### config.mk
export PLATFORM = sky130hd
export DESIGN_NAME = pipeline_hazard_ctrl
export DESIGN_NICKNAME = d
export VERILOG_FILES = /design/src/rtl/pipeline_hazard_ctrl.sv
export SDC_FILE = /design/constraint.sdc
export NUM_CORES = 1
export LEC_CHECK = 0
export CAP_MARGIN = 40
export CELL_PAD_IN_SITES_DETAIL_PLACEMENT = 0
export CELL_PAD_IN_SITES_GLOBAL_PLACEMENT = 1
export CORE_ASPECT_RATIO = 0.5
export CORE_MARGIN = 2
export CORE_UTILIZATION = 28
export DETAILED_ROUTE_END_ITERATION = 7
export GPL_TIMING_DRIVEN = 0
export PLACE_DENSITY_LB_ADDON = 0.1
export SYNTH_ARGS = -nofsm -noshare
export SYNTH_HDL_FRONTEND = slang
export SYNTH_SLANG_ARGS = --single-unit
### constraint.sdc
create_clock -name clk -period 2.6 [get_ports clk]
set_clock_uncertainty 0.2 [all_clocks]
set_input_delay 0.52 -clock clk [delete_from_list [all_inputs] [get_ports clk]]
set_output_delay 0.52 -clock clk [all_outputs]
set_load 0.02 [all_outputs]
### src/rtl/pipeline_hazard_ctrl.sv
// pipeline_hazard_ctrl: forwarding, load-use, redirect flush and multi-cycle stall control; PIPE_HAZARD_PERF_EN adds perf counters
module pipeline_hazard_ctrl #(
  parameter int FLUSH_CYCLES = 1,
  parameter int MC_TIMEOUT = 64
) (
  input  logic        clk,
  input  logic        rst,
  input  logic [4:0]  id_rs1_addr,
  input  logic [4:0]  id_rs2_addr,
  input  logic        id_uses_rs1,
  input  logic        id_uses_rs2,
  input  logic [4:0]  ex_rs1_addr,
  input  logic [4:0]  ex_rs2_addr,
  input  logic [4:0]  ex_rd_addr,
  input  logic        ex_reg_wr,
  input  logic        ex_is_load,
  input  logic        ex_redirect,
  input  logic        ex_mc_start,
  input  logic        mc_done,
  input  logic [4:0]  mem_rd_addr,
  input  logic        mem_reg_wr,
  input  logic [4:0]  wb_rd_addr,
  input  logic        wb_reg_wr,
  output logic        stall_if,
  output logic        stall_id,
  output logic        stall_ex,
  output logic        bubble_ex,
  output logic        flush_id,
  output logic [1:0]  fwd_rs1_sel,
  output logic [1:0]  fwd_rs2_sel,
  output logic        mc_busy,
`ifdef PIPE_HAZARD_PERF_EN
  output logic [31:0] perf_stall_cycles,
  output logic [31:0] perf_flush_cycles,
  output logic [15:0] perf_mc_timeouts,
`endif
  output logic        mc_timeout
);
  localparam logic [1:0] RUN = 2'd0;
  localparam logic [1:0] FLUSH = 2'd1;
  localparam logic [1:0] MC_WAIT = 2'd2;
  logic [1:0] state, state_nx;
  logic [7:0] cnt, cnt_nx;
  logic in_run, in_flush, in_mc, load_use, redir, mc_go, lu, to_hit, mc_hold;
  function automatic logic [1:0] fwd(input logic [4:0] rs);
    return (mem_reg_wr && mem_rd_addr != 5'd0 && mem_rd_addr == rs) ? 2'b01 :
           (wb_reg_wr && wb_rd_addr != 5'd0 && wb_rd_addr == rs) ? 2'b10 : 2'b00;
  endfunction
  // hazard decode, output enables and next-state selection
  always_comb begin
    in_run = state == RUN;
    in_flush = state == FLUSH;
    in_mc = state == MC_WAIT;
    load_use = ex_is_load & ex_reg_wr & (ex_rd_addr != 5'd0) &
               ((id_uses_rs1 & (id_rs1_addr == ex_rd_addr)) | (id_uses_rs2 & (id_rs2_addr == ex_rd_addr)));
    redir = in_run & ex_redirect;
    mc_go = in_run & ~ex_redirect & ex_mc_start;
    lu = in_run & ~ex_redirect & ~ex_mc_start & load_use;
    to_hit = in_mc & ~mc_done & (cnt == 8'(MC_TIMEOUT - 1));
    mc_hold = in_mc & ~mc_done & ~to_hit;
    stall_if = ~rst & (mc_go | mc_hold | lu);
    stall_id = stall_if;
    stall_ex = ~rst & (mc_go | mc_hold);
    mc_busy = stall_ex;
    flush_id = ~rst & (redir | in_flush);
    bubble_ex = ~rst & (redir | in_flush | lu);
    fwd_rs1_sel = rst ? 2'b00 : fwd(ex_rs1_addr);
    fwd_rs2_sel = rst ? 2'b00 : fwd(ex_rs2_addr);
    state_nx = (redir && FLUSH_CYCLES > 1) ? FLUSH :
               mc_go ? MC_WAIT :
               (in_flush && cnt != 8'd1) ? FLUSH :
               mc_hold ? MC_WAIT : RUN;
    cnt_nx = redir ? 8'(FLUSH_CYCLES - 1) :
             in_flush ? cnt - 8'd1 :
             mc_hold ? cnt + 8'd1 : 8'd0;
  end
  // state, counter and the registered timeout pulse
  always_ff @(posedge clk or posedge rst) begin
    if (rst) begin
      state <= RUN;
      cnt <= 8'd0;
      mc_timeout <= 1'b0;
    end else begin
      state <= state_nx;
      cnt <= cnt_nx;
      mc_timeout <= to_hit;
    end
  end
`ifdef PIPE_HAZARD_PERF_EN
  // saturating event counters
  always_ff @(posedge clk or posedge rst) begin
    if (rst) begin
      perf_stall_cycles <= 32'd0;
      perf_flush_cycles <= 32'd0;
      perf_mc_timeouts <= 16'd0;
    end else begin
      perf_stall_cycles <= perf_stall_cycles + {31'd0, stall_if & ~&perf_stall_cycles};
      perf_flush_cycles <= perf_flush_cycles + {31'd0, flush_id & ~&perf_flush_cycles};
      perf_mc_timeouts <= perf_mc_timeouts + {15'd0, mc_timeout & ~&perf_mc_timeouts};
    end
  end
`endif
endmodule

# Word level (Yosys, flattened, before mapping)

Index checks and enable logic that the tools add are counted.

Word-level logic and storage cells: 65
Input port bits: 46
Flip-flop bits (word level): 11
Output and inout port bits: 11

$add $sub $neg: 2
Bitwise operators: 27
Reductions and logical operators: 11
Multiplexer cells: 12
Equal/unequal tests: 10

Operators by type and width:

| cell                                                   | number |
|---|---|
| == test 5 bit                                          | 6 |
| two-way mux 8 bit                                      | 3 |
| two-way mux 2 bit                                      | 9 |
| bitwise AND 1 bit                                      | 17 |
| nonzero test 5 bit                                     | 3 |
| adder 8 x 1 -> 8 bit (second input constant)           | 1 |
| == test 8 x 6 -> 1 bit (second input constant)         | 1 |
| inequality test 8 x 1 -> 1 bit (second input constant) | 1 |
| subtractor 8 x 1 -> 8 bit (second input constant)      | 1 |
| logical AND 1 bit                                      | 7 |
| NOT 1 bit                                              | 5 |
| bitwise OR 1 bit                                       | 5 |
| == test 2 x 1 -> 1 bit (second input constant)         | 1 |
| == test 2 bit (second input constant)                  | 1 |
| logical NOT 2 bit                                      | 1 |

# Longest topological paths before layout

Gate-level depths: netlist (run 1).

Depth in word-level cells: 8
Depth in mapped cells: 6
Gate-level depth less buffers: 6

# Worst setup path after synthesis (run 1)

Ideal clock, no wire load.

Kind: input to output
Start: input port rst
End: output port fwd_rs1_sel[1]
Buffers on the path: 0
Required time: 1.880 ns
Data arrival time: 1.881 ns
Stages: 4
Setup slack: -0.001 ns
Cell sequence: inv_1 o211ai_1 or4_1 nor4_2

Longest elaborated chain between the ends: 1

RTL lines:

| what              | line | RTL |
|---|---|---|
| start, declared   | 7    | `input logic rst,` |
| two-way mux 2 bit | 67   | `fwd_rs1_sel = rst ? 2'b00 : fwd(ex_rs1_addr);` |
| end, declared     | 29   | `output logic [1:0] fwd_rs1_sel,` |

No other way between the ends.

# Worst setup path after layout (run 1)

Start: input port mem_rd_addr[3]
End: output port fwd_rs1_sel[1]

Longest elaborated chain between the ends: 5
Elaborated cells on any way between the ends: 6

RTL lines:

| what                | line | RTL |
|---|---|---|
| start, declared     | 20   | `input logic [4:0] mem_rd_addr,` |
| nonzero test 5 bit  | 46   | `return (mem_reg_wr && mem_rd_addr != 5'd0 && mem_rd_addr == rs) ? 2'b01 :` |
| logical AND 1 bit   | 46   |  |
| logical AND 1 bit * | 46   |  |
| two-way mux 2 bit * | 46   |  |
| two-way mux 2 bit * | 67   |  |

Mark *: on every way between the ends. The rest lies on a longest branch, timed or not.

==> impl_results.md, run 1 <==
- RSZ-0062 raised after global routing: yes
- Leak pwr: between 0.8 and 0.9 nW
- Final count of negative-setup-slack endpoints: 0
- Worst Hold Margin: 0.178 ns
- Count of buffers from port buffering: 56
- Drt pass-1 iters: 4
- Reg2Reg Setup Slack: around 0.48 ns
- Utilization after layout: between 40% and 50%
- Synthesized area: between 1000 and 1500 um2
- Syn Area/Cell: about 8.6 um2
- Die Wd: about 94 um
- DIE HEIGHT: 48.9 um
- Setup crit end kind: output pin
- Worst R2R End: cnt[7]$_DFF_PP0_
- Initial detailed-routing violation count: 19
- Crit path DAT: approximately 1.9 ns
- Initial Util: between 20 and 30%
- Yosys warnings: 0
- Slowest stage delay, CP: about 0.54 ns
- Vias per Instance: about 4.7
- Fillers: 405
- Pins Over Slew Limit: 0
- Grt ovf: 0
- Syn Inst Count: between 100 and 150
- DP HPWL: between 2 and 3 mm
- Longest Clk Path Bufs: 2
- CTS tree: done
- Final net count: roughly 250
- GRT Resource Usage Total: approximately 15%
- Slowest cell on crit path: or4_4
- Final Total Pwr: about 560 uW
- Largest net degree at the start of global routing: 12
- Most common cell after layout, fill and taps aside: xor2_1
- Final Hold Viols: 0
- Max-cap violations: 0
- Peak VDD IR: between 0.00015 and 0.0002 V
- Launch point of the worst path: mem_rd_addr[3]
- Kind of critical path: in2out
- Core Rows: 16
- Die area: roughly 4600 um2
- Async set-reset flop share out of synthesis: 100%
- Relative slew slack: between 60% and 70%
- Design area: about 1900 um2
- Total I/O pin count: 57
- Sequential fraction of the synthesis area: 24.4%
- Average wire per standard cell: approximately 13 um
- Vias in the first global route: 1142
- Placed instance area: around 1800 um2
- Syn-to-layout area delta: 69.9%
- Hold WC Path Type: in2async
- Initial antenna violation count: 0
- Commonest cells after routing, fill and taps aside: xor2_1 (18), clkdlybuf4s50_1 (17), xnor2_1 (16)
- Main synth FF type: dfrtp_1
- H-tree Lvls: 1
- Critical path cell sequence: buf_8 -> or4_4 -> o21ai_4 -> nor3_4 -> nor4_4 -> buf_4
- Syn_nets: between 150 and 200
- CTS Root Cell: clkbuf_8
- CP bufs+invs: 2
- DR DRC count: 0
- Post-Route WL: 3.39 mm
- CTS Buf Count: 3
- WP data required: approximately 1.9 ns
- Share of cells above drive strength 1: a little under a third
- Startpoint Class: input port
- Fin crit share: around 100%
- CP delay by family, top: simple AND/OR/NAND/NOR gates
- Pre-CTS setup slack: -1.30 ns
- Max Clk Rate: a little under 400 MHz
- Max FO, Critical Path: 4
- Status: completed
- Core Area: ~4000 um2
- EDFF count, synth: 0
- Yosys cell types: slightly above 40
- Gpl congestion: around 0.77
- Pwr/cell area: about 300 nW/um2
- Via count of the routed design: around 1200
- Flops & latches, synth: 11
- Register clock-pin slew on the reported worst setup and hold paths: ~0.050 ns
- Fin crit period: around 2.6 ns
- Worst-Margin Slew: ~0.55 ns
- Routed Antenna Nets: 0
- PnR worst setup slack: ~0.0074 ns
- First-pass GRT wire length: around 5.3 mm
- # hold bufs at CTS: 0
- Worst r2r src: cnt[0]$_DFF_PP0_
- Worst-skew pair later-pin latency: ~0.24 ns
- Clock sink total: 11
- Worst reg2reg path depth: 7
- ANT cells: 0
==> per-stage QoR <==
stage	std cells	TNS, ns
after floorplan	132	0
after global placement	242	-6.53
after detailed placement	242	-6.66
after CTS	251	-0.0344
after global routing	256	-0.0830
final	256	0
==> cell families (layout without fill, tap and decap cells) <==
kind of cell | after synthesis | count (layout) | share of synthesized area, %
AND/OR/NAND/NOR | 61 | 61 | 32.2
buffers and inverters | 7 | 77 | 2.99
flip-flops | 11 | 11 | 24.4
XOR/XNOR | 34 | 34 | 26.4
AO/OA/AOI/OAI | 16 | 16 | 10.7
adder cells (fa/ha/maj) | 3 | 3 | 3.32
==> cell usage after synthesis, types with 2 or more instances <==
cell	number	area share, %
nor4_1	5	2.8
dfrtp_1	11	24
nor3_1	6	2.7
ha_1	3	3.3
or4_1	3	2.0
o21a_1	2	1.3
nor2_1	14	4.7
a32oi_1	2	1.6
nand2_1	8	2.7
xnor2_1	16	12
nand3_1	8	3.5
a31oi_1	2	1.1
nor3_2	2	1.8
buf_4	2	1.3
xor2_1	18	14
inv_1	5	1.7
==> worst min-delay path: stages <==
cell and delay, ns:
buf_2 0.16, clkinvlp_4 0.09, buf_4 0.20
==> cell type report <==
cell class                 instances  area (um2)  area share, %
multi-input combinational        114         922           48.0
inverter                           5        22.5           1.17
clock inverter                     1        5.00          0.261
sequential                        11         278           14.5
timing repair buffer              67         576           30.0
tap                               54        67.6           3.52
buffer                             1        7.51          0.391
clock buffer                       3        41.3           2.15
==> how the worst max path moves through the flow <==
| stage | endpoint | cells past startpoint |
|---|---|---|
| after floorplan | fwd_rs2_sel[1] | 4 |
| after CTS | fwd_rs1_sel[1] | 6 |
| after global placement | fwd_rs1_sel[1] | 6 |
| after global routing | fwd_rs1_sel[1] | 6 |
| after detailed placement | fwd_rs1_sel[1] | 6 |
| final | fwd_rs1_sel[1] | 6 |
==> routing by layer <==
layer | GRT usage (%) | share of wire [%] | vias to the layer above
li1 | - | - | 611
met5 | 0 | 0 | -
met2 | 22.9 | 45 | 35
met1 | 21.0 | 50 | 566
met3 | 3.09 | 4.7 | 0
met4 | 2.66 | 0 | 0
==> sequential cells by signal, summed over array words and instances, names as in the netlist <==
name / cells
state: 2
mc_timeout: 1
cnt: 8
==> repair_timing <==
| item | 4_1_cts | 5_1_grt |
|---|---|---|
| hold endpoints to repair | 0 | 0 |
| pin swaps | 14 | 12 |
| gates resized for setup | 101 | 32 |
| setup buffers | 6 | 5 |
| setup endpoints to repair | 10 | 9 |
==> report_power, final <==
group	leakage (nW)	switching, mW	total (mW)	internal (mW)
Sequential	0.149	0.00579	0.181	0.175
Clock	0.0255	0.0680	0.174	0.106
Combinational	0.636	0.0969	0.210	0.113
Total	0.811	0.171	0.565	0.394
Note: power is estimated with default switching activity, not from simulation.
==> inputs of run 2 (changes only) <==
Settings changed: MAX_ROUTING_LAYER from default to met4.
==> run 2 against run 1 <==
- wire length shrank 0.38%
- clock power about the same
- worst hold slack barely moved
- largest power group unchanged
==> impl_results.md, run 2 (synthesis results as in run 1) <==
- # hold bufs at CTS: 0 (unchanged)
- Crit path DAT: 1.87 ns (about the same)
- Core Rows: 16 (unchanged)
- Core Area: 3880 um2 (unchanged)
- Hold WC Path Type: in2async (unchanged)
- Met1 Usage GRT: 21.0% (unchanged)
- Max FO, Critical Path: 4 (unchanged)
- Top flop regs: cnt x8, state x2, mc_timeout x1 (unchanged)
- Gpl congestion: 0.778 (was 0.768)
- Longest Clk Path Bufs: 2 (unchanged)
- Total I/O pin count: 57 (unchanged)
- GR Util met2: 22.9% (unchanged)
- Die Wd: 93.8 um (unchanged)
- GRT Resource Usage Total: 15.0% (was 14.6%)
- Peak VDD IR: 0.000165 V (about the same)
- Syn-to-layout area delta: 69.9% (unchanged)
- Post-Route WL: 3.37 mm (was 3.39 mm)
- Most flops, register: cnt (unchanged)
- Worst R2R End: cnt[7]$_DFF_PP0_ (unchanged)
- RSZ-0062 raised after global routing: yes (unchanged)
- GRT busiest layer: met2 (unchanged)
- CTS Root Cell: clkbuf_8 (unchanged)
- Worst-skew pair later-pin latency: 0.24 ns (about the same)
- Utilization after layout: 49.4% (unchanged)
- WP data required: 1.88 ns (about the same)
- Met3 Use GR: 3.09% (unchanged)
- Worst r2r src: cnt[0]$_DFF_PP0_ (unchanged)
- Leak pwr: 0.811 nW (unchanged)
- Count of buffers from port buffering: 56 (unchanged)
- DIE HEIGHT: 48.9 um (unchanged)
- Max reg flops: 8 (unchanged)
- Register area: 278 um2 (unchanged)
- Startpoint Class: input port (unchanged)
- Drt pass-1 iters: 6 (was 4)
- DR DRC count: 0 (unchanged)
- Pins Over Slew Limit: 0 (unchanged)
- Max-cap violations: 0 (unchanged)
- Initial antenna violation count: 0 (unchanged)
- Worst reg2reg path depth: 7 (unchanged)
- Setup crit end kind: output pin (unchanged)
- Initial detailed-routing violation count: 15 (was 19)
- Die area: 4590 um2 (unchanged)
- Largest net degree at the start of global routing: 12 (unchanged)
- ANT cells: 0 (unchanged)
- Vias in the first global route: 1140 (was 1142)
- Multi-input gate area: 922 um2 (unchanged)
- Final Hold Viols: 0 (unchanged)
- Max Clk Rate: 386 MHz (unchanged)
- Average wire per standard cell: 13.2 um (about the same)
- Most common cell after layout, fill and taps aside: xor2_1 (unchanged)
- Launch point of the worst path: mem_rd_addr[3] (unchanged)
- Fin crit share: 99.7% (unchanged)
- Final net count: 252 (unchanged)
- Vias per Instance: 4.76 (was 4.73)
- Worst-Margin Slew: 0.546 ns (was 0.550 ns)
- Commonest cells after routing, fill and taps aside: xor2_1 (18), clkdlybuf4s50_1 (17), xnor2_1 (16) (unchanged)
- CTS Buf Count: 3 (unchanged)
- Placed instance area: 1770 um2 (unchanged)
- Relative slew slack: 63.5% (was 63.2%)
- Register clock-pin slew on the reported worst setup and hold paths: 0.05 ns (about the same)
- First-pass GRT wire length: 5.35 mm (unchanged)
- Design area: 1920 um2 (unchanged)
- Reg2Reg Setup Slack: 0.48 ns (about the same)
- Initial Util: 29.1% (unchanged)
- Fillers: 405 (unchanged)
- Kind of critical path: in2out (unchanged)
- Via count of the routed design: 1218 (was 1212)
- Share of cells above drive strength 1: 30.2% (unchanged)
- DP HPWL: 2.62 mm (unchanged)
- Clock sink total: 11 (unchanged)
- Final count of negative-setup-slack endpoints: 0 (unchanged)
- CTS tree: done (unchanged)
- H-tree Lvls: 1 (unchanged)
- Status: completed (unchanged)
- Pwr/cell area: 294 nW/um2 (about the same)
- Fin crit period: 2.59 ns (unchanged)
- Routed Antenna Nets: 0 (unchanged)
- Grt ovf: 0 (unchanged)
[run 2: timing repair]
item / 4_1_cts / 5_1_grt
endpoints found under the setup margin: 10 / 9
resized for setup: 101 / 32
pin swaps: 14 / 12
setup buffers: 6 / 5
[run 2: how the worst max path moves through the flow]
stage                endpoint  slack, ns  cells past startpoint
5_1_grt        fwd_rs1_sel[1]      -0.05                      6
4_1_cts        fwd_rs1_sel[1]      -0.03                      6
3_3_place_gp   fwd_rs1_sel[1]      -1.26                      6
6_report       fwd_rs1_sel[1]      0.007                      6
2_1_floorplan  fwd_rs2_sel[1]       0.05                      4
3_5_place_dp   fwd_rs1_sel[1]      -1.30                      6
[run 2: cell type report]
type                    count  share of cell area (%)
multi-input cells         114                    48.0
repair buffers             67                    30.0
flip-flops and latches     11                    14.5
well taps                  54                    3.52
clock buffers               3                    2.15
inverters                   5                    1.17
plain buffers               1                   0.391
clock inverters             1                   0.261
[run 2: per-layer routing]
metal  wire [um]  vias to the layer above
met1        1660                      561
met5           0                        -
met3         178                        4
met2        1500                       41
li1            -                      612
met4          39                        0
[run 2: critical path: stages]
cell,delay [ns]
buf_8,0.09
or4_4,0.54
o21ai_4,0.21
nor3_4,0.07
nor4_4,0.26
buf_4,0.18
[run 2: metrics by stage]
stage	power, mW	hold slack [ns]	std cells	setup TNS, ns	setup slack (ns)
6_report	0.565	0.177	256	0	0.00738
5_1_grt	0.601	0.192	256	-0.0830	-0.0520
2_1_floorplan	0.266	0.181	132	0	0.0508
3_5_place_dp	0.380	0.388	242	-6.66	-1.30
3_3_place_gp	0.379	0.360	242	-6.53	-1.26
4_1_cts	0.560	0.307	251	-0.0344	-0.0344
[run 2: report_power, final]
| part | switching (mW) | total (mW) | leakage, nW | internal [mW] |
|---|---|---|---|---|
| clock network | 0.0683 | 0.174 | 0.0255 | 0.106 |
| registers | 0.00584 | 0.181 | 0.149 | 0.175 |
| logic | 0.0968 | 0.210 | 0.636 | 0.113 |
==> inputs of run 3 (changes only) <==
Settings changed: CTS_CLUSTER_DIAMETER from default to 40.
==> results of run 3 <==
Same layout as run 2: the final DEF is identical, and so are final timing and power.
